File: config.mk
export PLATFORM = sky130hd
export DESIGN_NAME = alu_share_arbiter
export DESIGN_NICKNAME = d
export VERILOG_FILES = /design/src/rtl/alu_share_arbiter.sv
export SDC_FILE = /design/constraint.sdc
export NUM_CORES = 1
export LEC_CHECK = 0
export CAP_MARGIN = 20
export CORE_UTILIZATION = 40
export CTS_CLUSTER_SIZE = 24
export DETAILED_ROUTE_END_ITERATION = 8
export GPL_TIMING_DRIVEN = 0
export PLACE_DENSITY = 0.8
export SLEW_MARGIN = 20
export SYNTH_ARGS = -nofsm -noshare
export SYNTH_HDL_FRONTEND = slang
export SYNTH_SLANG_ARGS = --single-unit
File: constraint.sdc
create_clock -name clk -period 2 [get_ports clk]
set_clock_uncertainty 0.2 [all_clocks]
set_input_delay 0.2 -clock clk [delete_from_list [all_inputs] [get_ports clk]]
set_output_delay 0.2 -clock clk [all_outputs]
set_load 0.01 [all_outputs]
File: src/rtl/alu_share_arbiter.sv
// Shares one external ALU between NUM_REQ requesters: arbitrate, execute one op, return the registered result.
// Define ALU_ARB_FIXED_PRIO_EN for fixed lowest-index-wins priority; default build is round-robin.
module alu_share_arbiter #(
  parameter int         NUM_REQ = 2,
  parameter logic [5:0] IDLE_OP = 6'b100001
) (
  input  logic                     clk,
  input  logic                     rst_n,
  input  logic [NUM_REQ-1:0]       reqValid,
  output logic [NUM_REQ-1:0]       reqReady,
  input  logic [NUM_REQ-1:0][5:0]  reqOp,
  input  logic [NUM_REQ-1:0][31:0] reqA,
  input  logic [NUM_REQ-1:0][31:0] reqB,
  output logic [NUM_REQ-1:0]       rspValid,
  input  logic [NUM_REQ-1:0]       rspReady,
  output logic [31:0]              rspResult,
  output logic                     rspOver,
  output logic                     rspZero,
  output logic [31:0]              aluInput1,
  output logic [31:0]              aluInput2,
  output logic [5:0]               aluOp,
  input  logic [31:0]              aluResult,
  input  logic                     aluOver,
  input  logic                     aluZero,
  output logic                     busy
);

  localparam int                  IDXW      = $clog2(NUM_REQ);
  localparam logic [IDXW:0]       NUM_REQ_W = (IDXW+1)'(NUM_REQ);
  localparam logic [IDXW-1:0]     LAST_RST  = IDXW'(NUM_REQ-1);
  localparam logic [NUM_REQ-1:0]  ONE_HOT0  = NUM_REQ'(1);

  typedef enum logic [1:0] {IDLE = 2'd0, EXEC = 2'd1, RESP = 2'd2} state_e;

  state_e            state_q, state_d;
  logic [IDXW-1:0]   last_grant_q, last_grant_d;
  logic [IDXW-1:0]   owner_q, owner_d;
  logic [5:0]        op_q, op_d;
  logic [31:0]       a_q, a_d;
  logic [31:0]       b_q, b_d;
  logic [31:0]       result_q, result_d;
  logic              over_q, over_d;
  logic              zero_q, zero_d;

  logic [IDXW-1:0]   grant_s;
  logic              grant_vld_s;
  logic [IDXW:0]     base_s;
  logic [IDXW:0]     sum_s;
  logic [2*NUM_REQ-1:0] dbl_s;

  // Grant selection; the loop runs high-to-low so the first eligible candidate is assigned last and wins.
  always_comb begin
    grant_vld_s = |reqValid;
    grant_s     = '0;
    base_s      = '0;
    sum_s       = '0;
    dbl_s       = '0;
`ifdef ALU_ARB_FIXED_PRIO_EN
    for (int k = NUM_REQ-1; k >= 0; k--) begin
      grant_s = reqValid[k] ? IDXW'(k) : grant_s;
    end
`else
    base_s = {1'b0, last_grant_q} + (IDXW+1)'(1);
    base_s = (base_s >= NUM_REQ_W) ? (IDXW+1)'(0) : base_s;
    dbl_s  = {reqValid, reqValid} >> base_s;
    for (int k = NUM_REQ-1; k >= 0; k--) begin
      sum_s   = base_s + (IDXW+1)'(k);
      sum_s   = (sum_s >= NUM_REQ_W) ? (sum_s - NUM_REQ_W) : sum_s;
      grant_s = dbl_s[k] ? sum_s[IDXW-1:0] : grant_s;
    end
`endif
  end

  // Next-state and datapath capture for the IDLE -> EXEC -> RESP sequence.
  always_comb begin
    state_d      = state_q;
    last_grant_d = last_grant_q;
    owner_d      = owner_q;
    op_d         = op_q;
    a_d          = a_q;
    b_d          = b_q;
    result_d     = result_q;
    over_d       = over_q;
    zero_d       = zero_q;
    case (state_q)
      IDLE: begin
        if (grant_vld_s) begin
          state_d = EXEC;
          owner_d = grant_s;
          op_d    = reqOp[grant_s];
          a_d     = reqA[grant_s];
          b_d     = reqB[grant_s];
`ifndef ALU_ARB_FIXED_PRIO_EN
          last_grant_d = grant_s;
`endif
        end else begin
          state_d = IDLE;
        end
      end
      EXEC: begin
        state_d  = RESP;
        result_d = aluResult;
        over_d   = aluOver;
        zero_d   = aluZero;
      end
      RESP: begin
        if (rspReady[owner_q]) begin
          state_d = IDLE;
        end else begin
          state_d = RESP;
        end
      end
      default: state_d = IDLE;
    endcase
  end

  // State and datapath registers; reset drops any op in flight.
  always_ff @(posedge clk or negedge rst_n) begin
    if (!rst_n) begin
      state_q      <= IDLE;
      last_grant_q <= LAST_RST;
      owner_q      <= '0;
      op_q         <= 6'd0;
      a_q          <= 32'd0;
      b_q          <= 32'd0;
      result_q     <= 32'd0;
      over_q       <= 1'b0;
      zero_q       <= 1'b0;
    end else begin
      state_q      <= state_d;
      last_grant_q <= last_grant_d;
      owner_q      <= owner_d;
      op_q         <= op_d;
      a_q          <= a_d;
      b_q          <= b_d;
      result_q     <= result_d;
      over_q       <= over_d;
      zero_q       <= zero_d;
    end
  end

  // reqReady is gated by rst_n so it reads zero while reset is held, even with requests pending.
  assign reqReady  = (rst_n && (state_q == IDLE) && grant_vld_s) ? (ONE_HOT0 << grant_s) : '0;
  assign rspValid  = (state_q == RESP) ? (ONE_HOT0 << owner_q) : '0;
  assign rspResult = result_q;
  assign rspOver   = over_q;
  assign rspZero   = zero_q;
  assign aluInput1 = (state_q == EXEC) ? a_q : 32'd0;
  assign aluInput2 = (state_q == EXEC) ? b_q : 32'd0;
  assign aluOp     = (state_q == EXEC) ? op_q : IDLE_OP;
  assign busy      = (state_q != IDLE);

endmodule

==> metrics.yaml <==
run_status:
  status: "finished with violations"
  violations: "hold timing, setup timing"
synth:
  ys_types: 20
  synth_edf_count: 0
  async_flop_share_pct: 100
  synth_warnings: 0
  synthCells: 397
  synth_fp_nets: 577
  syn-mean-instance-area_um2: 14.2
  ys_seq_area_share_pct: 48.0
  ys.flop_type: "dfrtp_1"
  syn_area_um2: 5630
  synth-seq-cells: 108
global_route:
  grt_pass1_vias: 4753
  overflow: 0
  grt_pass1_wl_um: 24700
  antenna_found_initial: 1
  grt_max_degree: 57
  grt_usage_pct: 22.3
cells_and_area:
  drive_above_1_share_pct: 49.5
  stdcell_area_um2: 9740
  synthToLayoutAreaGrowth_pct: 72.8
  fin_cells: 904
  final_cell_mix: "clkdlybuf4s50_1, mux2_2, dfrtp_1, mux2_4, buf_6"
  final_common_cell: "clkdlybuf4s50_1"
  nets: 903
critical_path:
  cp_max_fo: 10
  cp-start-kind: "register"
  cp_slowest_cell: "dfrtp_1"
  crit_type: "reg -> out"
  critPathMaxStageDelay_ns: 0.38
  cpMostUsedCell: "buf_6"
  ff2ff_path_depth: 6
  cp_data_required_time_ns: 1.60
  crit_arrival_ns: 1.63
  path_cells: "nor2b_4 -> buf_12 -> clkbuf_16 -> buf_6 -> and2_4 -> buf_6"
  critical_path.endpoint_type: "primary output"
timing:
  setup_viol: 7
  layout_setup_ws_ns: -0.0288
  max_freq_mhz: 493
  rsz0062_at_grt: "yes"
  finalCritPeriodShare_pct: 101
  drv_slew: 0
  whs_ns: -0.398
  tightest_slew_ns: 0.523
  relSlewSlack_pct: 65.1
  hold_violations: 54
  layout_min_cycle_time_ns: 2.03
routing:
  detail-route-antenna-nets: 0
  wl_met2_um: 8860
  dr_wl_met3_um: 964
  via_count: 4323
  post_drt_wl_per_cell_um: 18.3
  wl_met1_um: 6270
  vias_per_cell: 4.78
  drc: 0
  top_layer_used: "met4"
  wl_um: 16500
  drtPass1Iterations: 4
  drtIter0Drc: 113
job:
  drv_cap: 0
power_and_ir_drop:
  power_density_nw_per_um2: 1350
  leakage_nw: 4.42
  power_w: 0.0132
  peakVddDrop_uv: 538
floorplanning:
  die_w_um: 121
  row_count: 42
  coreArea_um2: 13500
  initial_core_util_pct: 41.7
  pin_count: 289
  die_y_um: 121
  die-area_um2: 14600
placed_design:
  dp_slack_ns: -0.680
  placed_cell_area_um2: 8760
  port-buffer-count: 288
  place_congestion: 0.733
  place_inst: 862
  hpwl_um: 11800
worst_hold_path:
  hold_path.class: "in -> async"
clock_network:
  cts_root_buffer: "clkbuf_16"
  cts_tree: "yes"
  cts.clk_slew.worst_paths_ns: 0.07
  cts_max_path_buffers: 2
  htree_num_levels: 3
  cts_sinks: 108
  numCtsBuffers: 9
  clock_latency_ns: 0.34
## flip-flops by register name (all words and copies together), names as in the netlist
| signal | count |
|---|---|
| b_q | 32 |
| state_q | 2 |
| owner_q | 1 |
| op_q | 6 |
| rspResult | 32 |
| last_grant_q | 1 |
| a_q | 32 |
| rspZero | 1 |
| rspOver | 1 |
## report_power, final
group | internal (W) | switching [W] | leakage [nW]
clock | 0.000998 | 0.000785 | 0.138
sequential | 0.00333 | 0.000568 | 1.27
combinational | 0.00478 | 0.00271 | 3.02
## critical path, delay by kind of cell (launching register included)
kind / cells / cell delay [ns]
buffers and inverters: 4 / 0.50
and+or+nand+nor: 2 / 0.40
DFF: 1 / 0.38
## metrics by stage
step / TNS [ns] / util [%] / hold WS, ns
2_1_floorplan: 0 / - / -0.296
3_3_place_gp: -427.02 / 64.7 / 0.281
3_5_place_dp: -44.89 / 64.9 / -0.00970
4_1_cts: -1.72 / 68.5 / -0.385
5_1_grt: -3.16 / 72.1 / -0.362
6_report: -0.140 / 72.1 / -0.398
## per-layer routing
metal	up-vias	GRT usage [%]
met1	2101	25.0
met4	0	10.0
met2	178	40.3
met5	-	0
li1	2016	-
met3	28	4.72
## cells by family after synthesis
group           count (synthesis)  share of synthesized area (%)
compound gates                  6                          0.755
buf+inv                        31                           3.40
flops                         108                           48.0
mux                           175                           39.4
simple gates                   77                           8.40
## cells in the mapped netlist (3+ instances only)
| master | instances | area [um^2] |
|---|---|---|
| mux2_2 | 108 | 1220 |
| dfrtp_1 | 107 | 2680 |
| and2_1 | 68 | 425 |
| mux2_4 | 67 | 1010 |
| buf_2 | 12 | 60.1 |
| buf_6 | 8 | 90.1 |
| clkbuf_1 | 8 | 30.0 |
| inv_1 | 3 | 11.3 |
| nand2b_1 | 3 | 18.8 |
| nor2_1 | 3 | 11.3 |
## final cells by class
type,count,area [um^2]
buffer,25,407
sequential,108,2700
clock buffer,11,243
multi-input combinational,258,2860
inverter,3,11.3
timing repair buffer,318,3240
antenna,1,2.50
tap,176,220
clock inverter,4,50.0
fill,932,3770
## repair_timing
action / in CTS / in global routing
endpoints found under the hold margin: 54 / 54
cloned: 3 / 7
setup buffers: 17 / 5
endpoints found under the setup margin: 140 / 132
pin swaps: 2 / 11
gates resized for setup: 378 / 93
## final timing paths
check                      slack (ns)                        end                     start
max                             -0.03               aluInput1[4]      state_q[0]$_DFF_PN0_
min                             -0.40  rspResult[29]$_DFFE_PN0N_                     rst_n
max reg2reg                      0.01        a_q[22]$_DFFE_PN0P_  last_grant_q$_DFFE_PN1P_
min reg2reg                      0.30         a_q[6]$_DFFE_PN0P_        a_q[6]$_DFFE_PN0P_
max in group asynchronous        1.30   last_grant_q$_DFFE_PN1P_                     rst_n
min in group clk                 0.03   last_grant_q$_DFFE_PN1P_               reqValid[1]
(Power assumes the default switching activity.)
